**src/rtl/start_done_pkg.sv**
```systemverilog
// rtl/start_done_pkg.sv - shared types and limits for the start/done burst responder
package start_done_pkg;

    localparam int CNT_W   = 4;
    localparam int MAX_LEN = 15;

    typedef enum logic [1:0] {
        IDLE  = 2'd0,
        BURST = 2'd1,
        GAP   = 2'd2,
        DONE  = 2'd3
    } state_t;

endpackage

```
**src/rtl/start_done_responder_if.sv**
```systemverilog
// rtl/start_done_responder_if.sv - start/done burst handshake signal bundle
// master: drives start/sel, observes burst lines and status
// slave:  the responder; receives start/sel, drives a/b/done/busy/overrun
interface start_done_responder_if;
    logic start;
    logic sel;
    logic a;
    logic b;
    logic done;
    logic busy;
    logic overrun;

    modport master (
        output start, sel,
        input  a, b, done, busy, overrun
    );

    modport slave (
        input  start, sel,
        output a, b, done, busy, overrun
    );
endinterface

```
**src/rtl/edge_det.sv**
```systemverilog
// rtl/edge_det.sv - registered rising-edge detector with selectable reset value
// clk, rst_n : clock and synchronous active-low reset
// rst_val    : value loaded into the history flop during reset
// d          : level input
// rise       : d high now and low at the previous edge
module edge_det (
    input  logic clk,
    input  logic rst_n,
    input  logic rst_val,
    input  logic d,
    output logic rise
);
    logic d_q;
    logic d_d;

    always_comb begin
        d_d = d;
    end

    always_ff @(posedge clk) begin
        if (!rst_n) begin
            d_q <= rst_val;
        end else begin
            d_q <= d_d;
        end
    end

    assign rise = d & ~d_q;
endmodule

```
**src/rtl/start_done_responder.sv**
```systemverilog
// rtl/start_done_responder.sv - drives a BURST_LEN burst on a or b per start rise, then a done pulse
// clk, rst_n : clock and synchronous active-low reset
// bus        : slave side of the handshake (start, sel in; a, b, done, busy, overrun out)
module start_done_responder
    import start_done_pkg::*;
#(
    parameter int BURST_LEN = 2,
    parameter int GAP_LEN   = 0
) (
    input  logic                    clk,
    input  logic                    rst_n,
    start_done_responder_if.slave   bus
);

    if (BURST_LEN < 1 || BURST_LEN > MAX_LEN) begin : g_bad_burst_len
        $error("start_done_responder: BURST_LEN outside 1..15");
    end
    if (GAP_LEN < 0 || GAP_LEN > MAX_LEN) begin : g_bad_gap_len
        $error("start_done_responder: GAP_LEN outside 0..15");
    end

    localparam logic [CNT_W-1:0] BURST_LOAD = CNT_W'(BURST_LEN - 1);
    localparam logic [CNT_W-1:0] GAP_LOAD   = CNT_W'((GAP_LEN > 0) ? GAP_LEN - 1 : 0);
    localparam bit               HAS_GAP    = (GAP_LEN > 0);

    logic rise;

    // History resets high so a start already asserted at reset release is not a request.
    edge_det u_start_edge (
        .clk     (clk),
        .rst_n   (rst_n),
        .rst_val (1'b1),
        .d       (bus.start),
        .rise    (rise)
    );

    state_t           state_q, state_d;
    logic [CNT_W-1:0] cnt_q, cnt_d;
    logic             sel_q, sel_d;
    logic             a_q, a_d;
    logic             b_q, b_d;
    logic             done_q, done_d;
    logic             busy_q, busy_d;
    logic             overrun_q, overrun_d;

    always_comb begin
        state_d = state_q;
        cnt_d   = cnt_q;
        sel_d   = sel_q;
        unique case (state_q)
            IDLE: begin
                if (rise) begin
                    sel_d   = bus.sel;
                    cnt_d   = BURST_LOAD;
                    state_d = BURST;
                end
            end
            BURST: begin
                if (cnt_q == '0) begin
                    if (HAS_GAP) begin
                        cnt_d   = GAP_LOAD;
                        state_d = GAP;
                    end else begin
                        state_d = DONE;
                    end
                end else begin
                    cnt_d = cnt_q - 1'b1;
                end
            end
            GAP: begin
                if (cnt_q == '0) begin
                    state_d = DONE;
                end else begin
                    cnt_d = cnt_q - 1'b1;
                end
            end
            DONE: begin
                state_d = IDLE;
            end
            default: begin
                state_d = IDLE;
            end
        endcase

        // Outputs are decoded from the next state so they appear the cycle after the edge
        // that enters the state, keeping every output a plain flop.
        a_d       = (state_d == BURST) & ~sel_d;
        b_d       = (state_d == BURST) &  sel_d;
        done_d    = (state_d == DONE);
        busy_d    = (state_d != IDLE);
        overrun_d = rise & (state_q != IDLE);
    end

    always_ff @(posedge clk) begin
        if (!rst_n) begin
            state_q   <= IDLE;
            cnt_q     <= '0;
            sel_q     <= 1'b0;
            a_q       <= 1'b0;
            b_q       <= 1'b0;
            done_q    <= 1'b0;
            busy_q    <= 1'b0;
            overrun_q <= 1'b0;
        end else begin
            state_q   <= state_d;
            cnt_q     <= cnt_d;
            sel_q     <= sel_d;
            a_q       <= a_d;
            b_q       <= b_d;
            done_q    <= done_d;
            busy_q    <= busy_d;
            overrun_q <= overrun_d;
        end
    end

    assign bus.a       = a_q;
    assign bus.b       = b_q;
    assign bus.done    = done_q;
    assign bus.busy    = busy_q;
    assign bus.overrun = overrun_q;

endmodule

```
**src/flat_wrapper.sv**
```systemverilog
// flat-port wrapper written by rule: the top's interface ports become plain ports
module start_done_responder_flat import start_done_pkg::*;
#(
    parameter int BURST_LEN = 2,
    parameter int GAP_LEN   = 0
)
  (clk, rst_n, bus_start, bus_sel, bus_a, bus_b, bus_done, bus_busy, bus_overrun);
  start_done_responder_if bus_i ();
  input  logic clk;
  input  logic rst_n;
  input wire logic [$bits(bus_i.start)-1:0] bus_start;
  input wire logic [$bits(bus_i.sel)-1:0] bus_sel;
  output wire logic [$bits(bus_i.a)-1:0] bus_a;
  output wire logic [$bits(bus_i.b)-1:0] bus_b;
  output wire logic [$bits(bus_i.done)-1:0] bus_done;
  output wire logic [$bits(bus_i.busy)-1:0] bus_busy;
  output wire logic [$bits(bus_i.overrun)-1:0] bus_overrun;
  assign bus_i.start = bus_start;
  assign bus_i.sel = bus_sel;
  assign bus_a = bus_i.a;
  assign bus_b = bus_i.b;
  assign bus_done = bus_i.done;
  assign bus_busy = bus_i.busy;
  assign bus_overrun = bus_i.overrun;
  start_done_responder #(.BURST_LEN(BURST_LEN), .GAP_LEN(GAP_LEN)) u_core (.clk(clk), .rst_n(rst_n), .bus(bus_i));
endmodule
```
**config.mk**
```make
export PLATFORM = sky130hd
export DESIGN_NAME = start_done_responder_flat
export DESIGN_NICKNAME = d
export VERILOG_FILES = /design/src/rtl/start_done_pkg.sv /design/src/rtl/start_done_responder_if.sv /design/src/rtl/edge_det.sv /design/src/rtl/start_done_responder.sv /design/src/flat_wrapper.sv
export SDC_FILE = /design/constraint.sdc
export NUM_CORES = 1
export LEC_CHECK = 0
export CAP_MARGIN = 20
export CORE_MARGIN = 5
export CORE_UTILIZATION = 50
export CTS_CLUSTER_SIZE = 14
export DETAILED_ROUTE_END_ITERATION = 6
export HOLD_SLACK_MARGIN = 0.1
export PLACE_DENSITY_LB_ADDON = 0.12
export RECOVER_POWER = 50
export SLEW_MARGIN = 15
export SYNTH_ARGS = -nofsm -noshare
export SYNTH_HDL_FRONTEND = slang
export SYNTH_HIERARCHICAL = 1
export SYNTH_SLANG_ARGS = --single-unit
```
**constraint.sdc**
```tcl
create_clock -name clk -period 3.2 [get_ports clk]
set_input_delay 0.96 -clock clk [delete_from_list [all_inputs] [get_ports clk]]
set_output_delay 0.96 -clock clk [all_outputs]
set_load 0.02 [all_outputs]
```
# Word level (Yosys, flattened, before mapping)
# Cells that the tools add are included.
# classes
add_sub_neg,1
mul,0
n_div,0
order_cmp,0
eq_ne,7
shift,0
mux,8
bitwise,6
reduce_logical,7
# ops
cell,n
2-to-1 mux 4 bit,2
one-hot mux 4 bit (2 select lines),1
"equality test 2 bit, second input constant",3
one-hot mux 2 bit (3 select lines),1
nonzero test 2 bit,3
AND 1 bit,4
"equality test 2 x 1 -> 1 bit, second input constant",2
zero test 4 bit,1
2-to-1 mux 2 bit,2
"subtractor 4 x 1 -> 4 bit, second input constant",1
AND reduction 3 bit,1
zero test 2 bit,1
2-to-1 mux 1 bit,2
"!= test 2 x 1 -> 1 bit, second input constant",1
"!= test 2 bit, second input constant",1
NOT 1 bit,2
OR reduction 2 bit,1
# totals
register_bits,13
latch_bits,0
ramBits,0
mem_bits_ro,0
input_bits,4
memories,0

# Logic depth before layout (Yosys ltp)
# depth
word_depth,6
depth_mapped,5
mapped_depth_nobuf,5

# Cells and area by module
# Netlist, hierarchy kept.
# modules_own_cells
module,instances,cells_each,area_each_um2,seq_area_each_um2
start_done_responder,1,66,628.1,240.2
edge_det,1,3,41.3,20.0

# Worst setup path after synthesis
# No wires, ideal clock.
# synth_timing
kind,in2reg
start,in bus_start
end,reg u_core.cnt_q[0]
arrival_ns,2.053
required_ns,3.083
setup_slack_ns,1.031
stages,4
cell_sequence,nor2b_1 -> nor2b_2 -> or4b_1 -> a22o_1
# synth_via
elab_chain_cells,3
# synth_lines
item,line,source
from (decl),flat_wrapper.sv:11,input wire logic [$bits(bus_i.start)-1:0] bus_start;
AND 1 bit,edge_det.sv:28,assign rise = d & ~d_q;
!= test 2 x 1 -> 1 bit (no source line),-,
AND reduction 3 bit (no source line),-,
to (signal assigned),start_done_responder.sv:106,cnt_q <= cnt_d;
to (decl),start_done_responder.sv:38,"logic [CNT_W-1:0] cnt_q, cnt_d;"
# Every way passes these cells.
# A chain may end at the register's enable or synchronous reset.

# Worst setup path after layout
# layout_timing
start,in bus_start
end,reg u_core.cnt_q[0]
# layout_via
elab_chain_cells,3
# layout_lines
item,line,source
AND 1 bit,edge_det.sv:28,
via u_core.rise,start_done_responder.sv:26,logic rise;
!= test 2 x 1 -> 1 bit (no source line),-,
AND reduction 3 bit (no source line),-,
# The timed path passes the listed nets, and every way through them passes these cells.

==> run summary <==
In the final layout, flip-flops and latches occupy ~260 um2. After clock tree synthesis, the clock-pin slew on the worst setup and hold paths is roughly 0.080 ns. For this run the aggregate overflow at the end of global routing stands at 0. The maximum clock path buffer count is 2. The net count of the finished layout is 91. In this run the static leakage power is between 0.3 and 0.4 nW. Based on the critical path, the design can be clocked at up to 0.394 GHz. The transition at the pin with the smallest max-transition slack came out at 0.568 ns. In this run the most critical hold path is launched from u_core/cnt_q[1].

In the finished design, the share of the clock period the worst path needs comes to 0.794. The register-to-register path setup slack is 1.40 ns. The final setup TNS is 0 ns.

In the final layout, the share of cells above drive strength 1 is 0.0988. The net count of the mapped netlist came out at roughly 80. The footprint of the multi-input gates is ~390 um2. The max-capacitance violation count is 0. The count of final max-slew check failures was 0. The total inserted antenna cells is 0. The post-cts sizing count came out at 0. Power spread over the standard cell area amounts to between 400 and 500 mW/mm2. The worst setup path is captured at a flip-flop. Compared with the post-synthesis result, the final layout area differs by 18.7%. The highest ir drop seen on vdd is ~0.00025 V. For this configuration, the core starts out at a cell density of 0.521. The count of port buffers added during placement came out at 8.

The length of the first detailed-routing pass in iterations came out at 2. The fraction of post-synthesis cell area in the top cell type by area came out at 0.389. The count of buffers added by post-CTS timing repair for setup came out at 0. The TritonCTS clock tree is built. The die width is ~47 um.

The largest clock skew in the final design is around 0.0016 ns. The total DRC errors in the routed layout came out at 0. The number of cells traversed by the worst hold path came out at 2. Measured against its own limit, the worst slew margin works out to 0.620. The run finished with clean final reports. The number of global-route vias before repair was roughly 470. The total number of vias came out at about 520. Of the synthesized area, sequential elements account for 0.389. The insertion delay of the later-clocked pin in the worst-skew pair is between 0.2 and 0.3 ns. The number of CTS-inserted buffers came out at 3.

Excluding fillers, the count of instances in the completed layout stands at 96. The area of the mapped netlist came out at around 670 um2. In the synthesized netlist the dominant register cell turns out to be sky130_fd_sc_hd__dfxtp_1. The top-level port count came out at 9. For the worst setup path, the data required time is about 3.4 ns. The total placed cells including tap cells came out at 92. Yosys printed 6 warnings. The number of inserted filler cells in the final layout came out at 124. The antenna violation net count after detailed routing came out at 0. The post-layout total power came out at just under 0.0004 W. Setup repair after global routing left no endpoint under its margin. The worst setup path is of the in -> reg kind. The hold path endpoint is u_core/cnt_q[1]. The time the worst path needs with I/O delays and setup came out at about 2.5 ns.

The number of register bits inferred by synthesis is 13. Ranked by instance count, the synthesized netlist is headed by sky130_fd_sc_hd__dfxtp_1 (13), sky130_fd_sc_hd__ha_1 (5), sky130_fd_sc_hd__inv_1 (5), sky130_fd_sc_hd__nand2_1 (5), sky130_fd_sc_hd__nor2_1 (5). The worst setup path is launched from a primary input. The sum of routed wire length over all layers is roughly 1200 um. After detailed routing, the number of vias per cell comes to roughly 5.4. Routability-driven placement finished with a final weighted congestion of about 0.76. The largest fanout on the critical path came out at 5. Entering global routing, the biggest net connects 10 pins. The fraction of registers with async set/reset came out at 0. Dividing the detail-routed wire length by the instance count gives 12.3 um. The worst register-to-register path has a depth of 5.

Summed over all instances, the cell type with the most area after synthesis is sky130_fd_sc_hd__dfxtp_1. The worst hold slack across all endpoints is just under 0.5 ns. The number of sinks driven by the clock tree is 13. The initial DRC count came out at 8.

At the worst endpoint, the arrival time is between 2 and 3 ns. The final design instance area without fill is between 700 and 800 um2. The number of hold violations in the final report came out at 0. In the post-synthesis netlist, the cell with the most instances is sky130_fd_sc_hd__dfxtp_1. The site row count came out at 13. After synthesis, the cell types taking the most area are sky130_fd_sc_hd__dfxtp_1 (39%), sky130_fd_sc_hd__ha_1 (9.3%), sky130_fd_sc_hd__nor2b_1 (3.7%). The number of antenna violations at the first check in global routing is 0.

The overall routing resource usage came out at 0.127. The startpoint identified for the worst register-to-register timing path is u_core/state_q[0]. CTS built an H-tree with a depth of 1. The per-instance average area after synthesis came out at 9.70 um2. The number of synthesized flops with an enable pin came out at 0. The global-route wire length before repair is 1960 um.

The number of hold buffers added after cts came out at 0. The die height is between 40 and 50 um. The standard cell core area is ~0.0013 mm2. The floorplan step defined a die boundary enclosing between 0.002 and 0.0025 mm2.

In this run the worst hold path is classified as reg -> reg. Setup violations remaining at the end of the flow were counted as 0. The cell count after synthesis came out at just under 70. The sum of net half-perimeters after detailed placement came out at 897 um. The total cell area at the placement stage came out at around 770 um2. The synthesized netlist contains 33 unique library cells. The root buffer cell chosen for the clock tree is sky130_fd_sc_hd__clkbuf_4.

In this run the critical register-to-register path is captured at u_core/cnt_q[0].
-- area by class of cell --
| type | count | share of cell area |
|---|---|---|
| multi-input cells | 50 | 0.487 |
| flip-flops and latches | 13 | 0.328 |
| well taps | 15 | 0.0236 |
| inverters | 5 | 0.0236 |
| clock buffers | 4 | 0.0331 |
| repair buffers | 9 | 0.106 |
-- sequential cells by signal, indices dropped and copies added (netlist names) --
| signal | cells |
|---|---|
| u_core/bus.b | 1 |
| u_core/cnt_q | 4 |
| u_core/sel_q | 1 |
| u_core/bus.busy | 1 |
| u_core/u_start_edge/d_q | 1 |
| u_core/bus.a | 1 |
| u_core/state_q | 2 |
| u_core/bus.overrun | 1 |
| u_core/bus.done | 1 |
-- logic make-up (layout without fill, tap and decap cells) --
| kind of cell | count (synthesis) | after routing | synth area share |
|---|---|---|---|
| buffers and inverters | 6 | 18 | 0.0336 |
| flip-flops | 13 | 13 | 0.389 |
| multiplexers | 2 | 2 | 0.0374 |
| other | 1 | 1 | 0.00560 |
| AND/OR/NAND/NOR | 29 | 29 | 0.258 |
| AO/OA/AOI/OAI | 13 | 13 | 0.183 |
| adder cells (fa/ha/maj) | 5 | 5 | 0.0935 |
-- power breakdown --
group	total [W]	internal (W)	switching [W]
logic	0.000106	0.0000473	0.0000587
clock network	0.0000982	0.0000481	0.0000501
registers	0.000184	0.000175	0.00000818
-- critical path, stage by stage --
cell                            delay, ns
sky130_fd_sc_hd__dlygate4sd3_1       0.54
sky130_fd_sc_hd__nor2b_1             0.31
sky130_fd_sc_hd__nor2b_2             0.11
sky130_fd_sc_hd__or4b_1              0.55
sky130_fd_sc_hd__a22o_1              0.22
-- cells in the final DEF, fill, tap and decap left out, drive strengths merged, types with 2 or more instances in the layout --
master | netlist | final
clkbuf | 1 | 5
dfxtp | 13 | 13
dlygate4sd3 | 0 | 7
ha | 5 | 5
inv | 5 | 5
nand2 | 5 | 5
nand3 | 2 | 2
nor2 | 5 | 5
nor2b | 5 | 5
nor3b | 2 | 2
o211a | 2 | 2
o211ai | 3 | 3
o21a | 2 | 2
-- through the flow --
| step | setup slack (ns) | util |
|---|---|---|
| floorplan | 1.03 | - |
| detailed placement | 0.457 | 0.601 |
| finish | 0.659 | 0.618 |
| CTS | 0.744 | 0.621 |
| global placement | 0.492 | 0.601 |
| global route | 0.589 | 0.618 |
-- per-layer routing --
metal / track usage / wire length, um / vias to the layer above
met1: 0.191 / 634 / 241
met5: 0 / 0 / -
met4: 0.0511 / 13 / 0
li1: - / - / 274
met3: 0.0234 / 51 / 2
met2: 0.173 / 478 / 6
-- how the worst max path moves through the flow --
stage	endpoint	start	cells after the start	slack [ns]
6_report	u_core/cnt_q[0]	bus_start	5	0.66
5_1_grt	u_core/cnt_q[0]	bus_start	5	0.59
4_1_cts	u_core/cnt_q[0]	bus_start	5	0.74
3_5_place_dp	u_core/cnt_q[0]	bus_start	5	0.46
3_3_place_gp	u_core/cnt_q[0]	bus_start	5	0.49
2_1_floorplan	u_core/cnt_q[0]	bus_start	4	1.03
Note: power is estimated with default switching activity, not from simulation.
